$ cat src/rtl/unified_mem_arbiter.sv
// unified_mem_arbiter: shares one memory port between an RV32I fetch unit and its load/store unit; data wins ties.
// Latency: 2 cycles from request edge to valid with a ready memory, +1 per wait cycle; misaligned data ops 1 cycle.
// Backpressure: stall is high while a request has no valid yet; mem_* fields held until mem_ready. Macro ARB_FETCH_BUF_EN adds a one-entry fetch buffer.
module unified_mem_arbiter #(
  parameter int ADDR_W = 32
) (
  input  logic              clk,
  input  logic              reset,
  input  logic              if_req,
  input  logic [ADDR_W-1:0] if_addr,
  output logic [31:0]       if_rdata,
  output logic              if_valid,
  input  logic              d_req,
  input  logic              d_we,
  input  logic [ADDR_W-1:0] d_addr,
  input  logic [31:0]       d_wdata,
  input  logic [2:0]        d_func3,
  output logic [31:0]       d_rdata,
  output logic              d_valid,
  output logic              d_misalign,
  output logic              stall,
  output logic              mem_en,
  output logic              mem_we,
  output logic [ADDR_W-1:0] mem_addr,
  output logic [31:0]       mem_wdata,
  output logic [3:0]        mem_be,
  input  logic [31:0]       mem_rdata,
  input  logic              mem_ready
);

  localparam logic [ADDR_W-1:0] WORD_MASK = {{(ADDR_W-2){1'b1}}, 2'b00};

  typedef enum logic [1:0] {S_IDLE = 2'd0, S_DATA = 2'd1, S_FETCH = 2'd2} state_t;
  state_t r_state, w_state_nxt;

  // registered outputs and their next values
  logic              r_mem_en, r_mem_we;
  logic [ADDR_W-1:0] r_mem_addr;
  logic [31:0]       r_mem_wdata;
  logic [3:0]        r_mem_be;
  logic              r_if_valid, r_d_valid, r_d_misalign;
  logic [31:0]       r_if_rdata, r_d_rdata;
  logic              w_mem_en_nxt, w_mem_we_nxt;
  logic [ADDR_W-1:0] w_mem_addr_nxt;
  logic [31:0]       w_mem_wdata_nxt;
  logic [3:0]        w_mem_be_nxt;
  logic              w_if_valid_nxt, w_d_valid_nxt, w_d_misalign_nxt;
  logic [31:0]       w_if_rdata_nxt, w_d_rdata_nxt;

  // load shaping captured when the data access is accepted
  logic       r_ld_byte, r_ld_half, r_ld_uns, r_ld_we;
  logic [1:0] r_ld_lane;

  logic              w_sz_byte, w_sz_half, w_misal;
  logic [3:0]        w_st_be;
  logic [31:0]       w_st_wdata;
  logic [7:0]        w_lane_b;
  logic [15:0]       w_lane_h;
  logic [31:0]       w_ld_data;
  logic              w_idle_ok, w_take_d, w_take_if, w_buf_hit;
  logic [31:0]       w_buf_dat;
  logic [ADDR_W-1:0] w_d_word, w_if_word;

  assign w_d_word  = d_addr & WORD_MASK;
  assign w_if_word = if_addr & WORD_MASK;

  // Once a valid pulse is out, wait one IDLE cycle so the requester can drop its req before we sample again.
  assign w_idle_ok = (r_state == S_IDLE) && !r_d_valid && !r_if_valid;
  assign w_take_d  = w_idle_ok && d_req;
  assign w_take_if = w_idle_ok && !d_req && if_req;

  // Decode access size, alignment, lane enables and replicated store data; unknown func3 is a word access.
  always_comb begin
    w_sz_byte = (d_func3[1:0] == 2'b00) && !(d_we && d_func3[2]);
    w_sz_half = (d_func3[1:0] == 2'b01) && !(d_we && d_func3[2]);
    if (w_sz_byte) begin
      w_misal    = 1'b0;
      w_st_be    = 4'b0001 << d_addr[1:0];
      w_st_wdata = {4{d_wdata[7:0]}};
    end else if (w_sz_half) begin
      w_misal    = d_addr[0];
      w_st_be    = d_addr[1] ? 4'b1100 : 4'b0011;
      w_st_wdata = {2{d_wdata[15:0]}};
    end else begin
      w_misal    = |d_addr[1:0];
      w_st_be    = 4'b1111;
      w_st_wdata = d_wdata;
    end
  end

  // Select the addressed lane of the returned word and extend it to 32 bits.
  always_comb begin
    case (r_ld_lane)
      2'd0:    w_lane_b = mem_rdata[7:0];
      2'd1:    w_lane_b = mem_rdata[15:8];
      2'd2:    w_lane_b = mem_rdata[23:16];
      default: w_lane_b = mem_rdata[31:24];
    endcase
    w_lane_h = r_ld_lane[1] ? mem_rdata[31:16] : mem_rdata[15:0];
    if (r_ld_byte) begin
      w_ld_data = r_ld_uns ? {24'd0, w_lane_b} : {{24{w_lane_b[7]}}, w_lane_b};
    end else if (r_ld_half) begin
      w_ld_data = r_ld_uns ? {16'd0, w_lane_h} : {{16{w_lane_h[15]}}, w_lane_h};
    end else begin
      w_ld_data = mem_rdata;
    end
  end

`ifdef ARB_FETCH_BUF_EN
  logic              r_buf_vld;
  logic [ADDR_W-1:0] r_buf_addr;
  logic [31:0]       r_buf_dat;

  assign w_buf_hit = w_take_if && r_buf_vld && (r_buf_addr == w_if_word);
  assign w_buf_dat = r_buf_dat;

  // Refill on every memory fetch completion; drop the entry when a store to its word completes.
  always_ff @(posedge clk) begin
    if (!reset) begin
      r_buf_vld  <= 1'b0;
      r_buf_addr <= '0;
      r_buf_dat  <= 32'd0;
    end else if ((r_state == S_FETCH) && mem_ready) begin
      r_buf_vld  <= 1'b1;
      r_buf_addr <= r_mem_addr;
      r_buf_dat  <= mem_rdata;
    end else if ((r_state == S_DATA) && mem_ready && r_mem_we && (r_mem_addr == r_buf_addr)) begin
      r_buf_vld  <= 1'b0;
    end
  end
`else
  assign w_buf_hit = 1'b0;
  assign w_buf_dat = 32'd0;
`endif

  // State register.
  always_ff @(posedge clk) begin
    if (!reset) r_state <= S_IDLE;
    else        r_state <= w_state_nxt;
  end

  // Next state: misaligned data ops and buffer hits complete without leaving IDLE.
  always_comb begin
    w_state_nxt = r_state;
    case (r_state)
      S_IDLE: begin
        if (w_take_d && !w_misal)        w_state_nxt = S_DATA;
        else if (w_take_if && !w_buf_hit) w_state_nxt = S_FETCH;
      end
      S_DATA, S_FETCH: begin
        if (mem_ready) w_state_nxt = S_IDLE;
      end
      default: w_state_nxt = S_IDLE;
    endcase
  end

  // Output next values: launch the access from IDLE, hold it while waiting, respond on mem_ready.
  always_comb begin
    w_mem_en_nxt     = r_mem_en;
    w_mem_we_nxt     = r_mem_we;
    w_mem_addr_nxt   = r_mem_addr;
    w_mem_wdata_nxt  = r_mem_wdata;
    w_mem_be_nxt     = r_mem_be;
    w_if_valid_nxt   = 1'b0;
    w_if_rdata_nxt   = 32'd0;
    w_d_valid_nxt    = 1'b0;
    w_d_rdata_nxt    = 32'd0;
    w_d_misalign_nxt = 1'b0;
    case (r_state)
      S_IDLE: begin
        if (w_take_d) begin
          if (w_misal) begin
            w_d_valid_nxt    = 1'b1;
            w_d_misalign_nxt = 1'b1;
          end else begin
            w_mem_en_nxt    = 1'b1;
            w_mem_we_nxt    = d_we;
            w_mem_addr_nxt  = w_d_word;
            w_mem_be_nxt    = w_st_be;
            w_mem_wdata_nxt = d_we ? w_st_wdata : 32'd0;
          end
        end else if (w_take_if) begin
          if (w_buf_hit) begin
            w_if_valid_nxt = 1'b1;
            w_if_rdata_nxt = w_buf_dat;
          end else begin
            w_mem_en_nxt    = 1'b1;
            w_mem_we_nxt    = 1'b0;
            w_mem_addr_nxt  = w_if_word;
            w_mem_be_nxt    = 4'b1111;
            w_mem_wdata_nxt = 32'd0;
          end
        end
      end
      S_DATA: begin
        if (mem_ready) begin
          w_mem_en_nxt  = 1'b0;
          w_mem_we_nxt  = 1'b0;
          w_d_valid_nxt = 1'b1;
          w_d_rdata_nxt = r_ld_we ? 32'd0 : w_ld_data;
        end
      end
      S_FETCH: begin
        if (mem_ready) begin
          w_mem_en_nxt   = 1'b0;
          w_if_valid_nxt = 1'b1;
          w_if_rdata_nxt = mem_rdata;
        end
      end
      default: ;
    endcase
  end

  // Output registers plus the load-shaping capture.
  always_ff @(posedge clk) begin
    if (!reset) begin
      r_mem_en     <= 1'b0;
      r_mem_we     <= 1'b0;
      r_mem_addr   <= '0;
      r_mem_wdata  <= 32'd0;
      r_mem_be     <= 4'd0;
      r_if_valid   <= 1'b0;
      r_if_rdata   <= 32'd0;
      r_d_valid    <= 1'b0;
      r_d_rdata    <= 32'd0;
      r_d_misalign <= 1'b0;
      r_ld_byte    <= 1'b0;
      r_ld_half    <= 1'b0;
      r_ld_uns     <= 1'b0;
      r_ld_we      <= 1'b0;
      r_ld_lane    <= 2'd0;
    end else begin
      r_mem_en     <= w_mem_en_nxt;
      r_mem_we     <= w_mem_we_nxt;
      r_mem_addr   <= w_mem_addr_nxt;
      r_mem_wdata  <= w_mem_wdata_nxt;
      r_mem_be     <= w_mem_be_nxt;
      r_if_valid   <= w_if_valid_nxt;
      r_if_rdata   <= w_if_rdata_nxt;
      r_d_valid    <= w_d_valid_nxt;
      r_d_rdata    <= w_d_rdata_nxt;
      r_d_misalign <= w_d_misalign_nxt;
      if (w_take_d) begin
        r_ld_byte <= w_sz_byte;
        r_ld_half <= w_sz_half;
        r_ld_uns  <= d_func3[2];
        r_ld_we   <= d_we;
        r_ld_lane <= d_addr[1:0];
      end
    end
  end

  assign mem_en     = r_mem_en;
  assign mem_we     = r_mem_we;
  assign mem_addr   = r_mem_addr;
  assign mem_wdata  = r_mem_wdata;
  assign mem_be     = r_mem_be;
  assign if_valid   = r_if_valid;
  assign if_rdata   = r_if_rdata;
  assign d_valid    = r_d_valid;
  assign d_rdata    = r_d_rdata;
  assign d_misalign = r_d_misalign;
  assign stall      = (d_req & ~r_d_valid) | (if_req & ~r_if_valid);

endmodule

$ cat config.mk
export PLATFORM = sky130hd
export DESIGN_NAME = unified_mem_arbiter
export DESIGN_NICKNAME = d
export VERILOG_FILES = /design/src/rtl/unified_mem_arbiter.sv
export SDC_FILE = /design/constraint.sdc
export NUM_CORES = 1
export LEC_CHECK = 0
export ABC_CLOCK_PERIOD_IN_PS = 5500
export CORE_UTILIZATION = 35
export CTS_CLUSTER_SIZE = 30
export DETAILED_ROUTE_END_ITERATION = 6
export MAX_ROUTING_LAYER = met4
export PLACE_DENSITY = 0.7
export SYNTH_ARGS = -nofsm -noshare
export SYNTH_HDL_FRONTEND = slang
export SYNTH_SLANG_ARGS = --single-unit
$ cat constraint.sdc
create_clock -name clk -period 5.5 [get_ports clk]
set_input_delay 1.1 -clock clk [delete_from_list [all_inputs] [get_ports clk]]
set_output_delay 1.1 -clock clk [all_outputs]
set_load 0.005 [all_outputs]
==> out/qor.yml <==
routabilityCongestion: 0.879
rsz0062_at_grt: "no"
via_per_inst: 5.11
slowest_delay_ps: 520
crit_chain: "clkdlybuf4s50_1 > inv_1 > o22ai_1 > clkdlybuf4s50_1"
required_ps: 4400
maxCapViolCount: 0
reg2reg_depth: 6
cp_top_family: "buffers and inverters"
yosys_warnings: 0
pin_count: 275
worst_pin_slew_ps: 1180
min_path_cells: 2
cp-start-kind: "primary input"
syn_inst: 631
period_share_pct: 62.6
status: "complete, no violations"
grt_pass1_wl_um: 30400
antenna_left: 0
fmaxAchievable_ghz: 0.290
dpl_cell_area_um2: 8800
die_h_um: 134
end_kind: "output pin"
first_iter_violations: 369
cts_resized: 0
ir_drop_mv: 0.235
startpoint: "d_req"
multiInputGateArea_um2: 2850
numPortBuffers: 270
critPathKind: "primary input to output pin"
grt-ovfl-total: 0
post-cts-setup-buffers: 0
cts_max_level: 4
slowest_stage: "clkdlybuf4s50_1"
layout-area-overhead-vs-synth_pct: 56.2
worst_slew_margin_rel_pct: 21.0
postRouteWirelength_um: 19600
fp.dieW_um: 134
pre_cts_slack_ps: 1820
finalSetupViolCount: 0
start_util_pct: 36.2
cp.arrival_ps: 2350
fillCellCount: 1509
syn_area_um2: 6060
pwr_density_cell_nw_per_um2: 333
final-seq-area_um2: 2860
root_buffer: "clkbuf_16"
p_sw_mw: 0.805
avgSynthCellArea_um2: 9.61
leakage_nw: 3.56
core.rowCount: 47
path_clk_slew_ps: 60
worst-path-stages: 4
min-delay-start: "r_ld_we"
hold_violations: 0
synth_edf_count: 0
antenna_found_initial: 0
cts_tree: "yes"
r2r_start: "r_state[1]"
hold_slack_ps: 462
antenna_cells: 0
finalCriticalPeriod_ps: 3450
clkSinkCount: 143
setup_ws_ps: 2050
swShare_pct: 25.5
num_vias: 5634
ys_types: 43
firstDrtPassIters: 5
p_comb_share_pct: 21.0
clock_skew_ps: 9.50
fin_nets: 1012
power.share.clock_pct: 41.9
p_seq_share_pct: 37.1
hold_class: "flip-flop to flip-flop"
path_common_cell: "clkdlybuf4s50_1"
grt_use_total_pct: 22.8
async_flop_share_pct: 0
dp_hpwl_um: 13600
fin_util_pct: 56.5
post_drt_wl_per_cell_um: 17.7
ys.flop_type: "dfxtp_1"
yosysSeqAreaShare_pct: 47.2
die_area_um2: 17900
cts_made_buffers: 17
synth-seq-cells: 143
design_area_um2: 9470
slew_violations: 0
cts_hold_buffers: 0
cp_max_fo: 3
grt_pass1_vias: 5453
route.detailed.drc: 0
cts.path.max_buffers: 2
drive_gt1_share_pct: 9.40
clk_latency_ps: 420
setup_tns_ps: 0
core_area_um2: 16800
critPathBufInv: 3
grt_max_degree: 41
p_int_mw: 2.35
power groups by stage:
stage	combinational [mW]	sequential, mW	clock (mW)
CTS	0.665	1.17	1.35
finish	0.662	1.17	1.32
global route	0.719	1.18	1.40
detailed placement	0.660	1.19	0
global placement	0.656	1.19	0
floorplan	0.341	1.19	0
flip-flops by register name, indices dropped and copies added, names as in the netlist:
signal,cells
mem_wdata,32
r_ld_uns,1
r_ld_lane,2
mem_we,1
d_rdata,32
if_rdata,32
d_valid,1
mem_be,4
if_valid,1
d_misalign,1
mem_addr,30
r_ld_half,1
r_ld_byte,1
r_ld_we,1
mem_en,1
r_state,2
synth_stat cells (2+ instances only):
cell | instances | area, um2
a22o_1 | 8 | 70.1
nand3_1 | 5 | 25.0
buf_6 | 8 | 90.1
o21ai_1 | 5 | 25.0
and2_1 | 34 | 213
a311oi_1 | 41 | 359
o2bb2ai_2 | 20 | 300
mux2i_1 | 25 | 250
clkbuf_1 | 28 | 105
nor2b_1 | 18 | 113
o211a_1 | 2 | 20.0
a21oi_2 | 2 | 17.5
a21oi_1 | 37 | 185
o22ai_1 | 3 | 18.8
dfxtp_1 | 143 | 2860
inv_1 | 11 | 41.3
a21o_1 | 2 | 15.0
o21ai_0 | 23 | 115
nor3_1 | 34 | 170
o2bb2ai_1 | 3 | 26.3
buf_4 | 6 | 45.0
o31ai_1 | 2 | 15.0
nor2_1 | 10 | 37.5
buf_2 | 15 | 75.1
mux2_2 | 8 | 90.1
mux4_2 | 8 | 180
ha_1 | 3 | 37.5
nand2_1 | 112 | 420
final cells by class:
class	count	area share, %
clock buffer	20	4.93
multi-input combinational	420	30.1
inverter	11	0.436
tap	220	2.91
sequential	143	30.2
timing repair buffer	279	29.3
clock inverter	10	2.19
path summary, 6_finish.rpt:
| kind | endpoint | slack (ps) |
|---|---|---|
| max | stall | 2050 |
| min | r_ld_we | 460 |
| max reg2reg | mem_addr[11] | 2740 |
| min reg2reg | r_ld_we | 460 |
tightest hold or removal path, delay by kind of cell, from the launching register on:
kind,cells,cell delay [ps]
simple gates,1,60
compound gates,1,60
flops,1,300
kinds of logic (layout without fill, tap and decap cells):
kind of cell,Yosys count,in the layout,synth area share (%)
muxes,41,41,8.58
buffers and inverters,69,320,5.94
AOI/OAI and AO/OA,153,153,20.0
other,1,2,0.0618
and+or+nand+nor,221,221,17.6
adders and majority gates,3,3,0.619
DFF,143,143,47.2
cells in the final DEF, fill, tap and decap left out, drive strengths merged, types with 9 or more instances in the layout:
cell type and count:
nor3 35, mux2i 25, clkdlybuf4s50 270, buf 9, nor2 10, o21ai 28
o2bb2ai 23, a21oi 39, nor2b 18, and2 34, inv 12, a311oi 41
dfxtp 143, nand2 112, clkbuf 20
metrics by stage:
stage | power, mW | instances
global placement | 1.85 | 1073
finish | 3.16 | 1103
CTS | 3.19 | 1103
floorplan | 1.53 | 632
detailed placement | 1.85 | 1073
global route | 3.29 | 1103
metal layers:
metal | vias up | wire (um) | GRT usage (%)
met5 | - | 0 | -
li1 | 2727 | - | -
met3 | 34 | 1410 | 6.81
met4 | 0 | 446 | 8.40
met1 | 2639 | 8440 | 27.9
met2 | 234 | 9260 | 35.4
(Power assumes the default switching activity.)
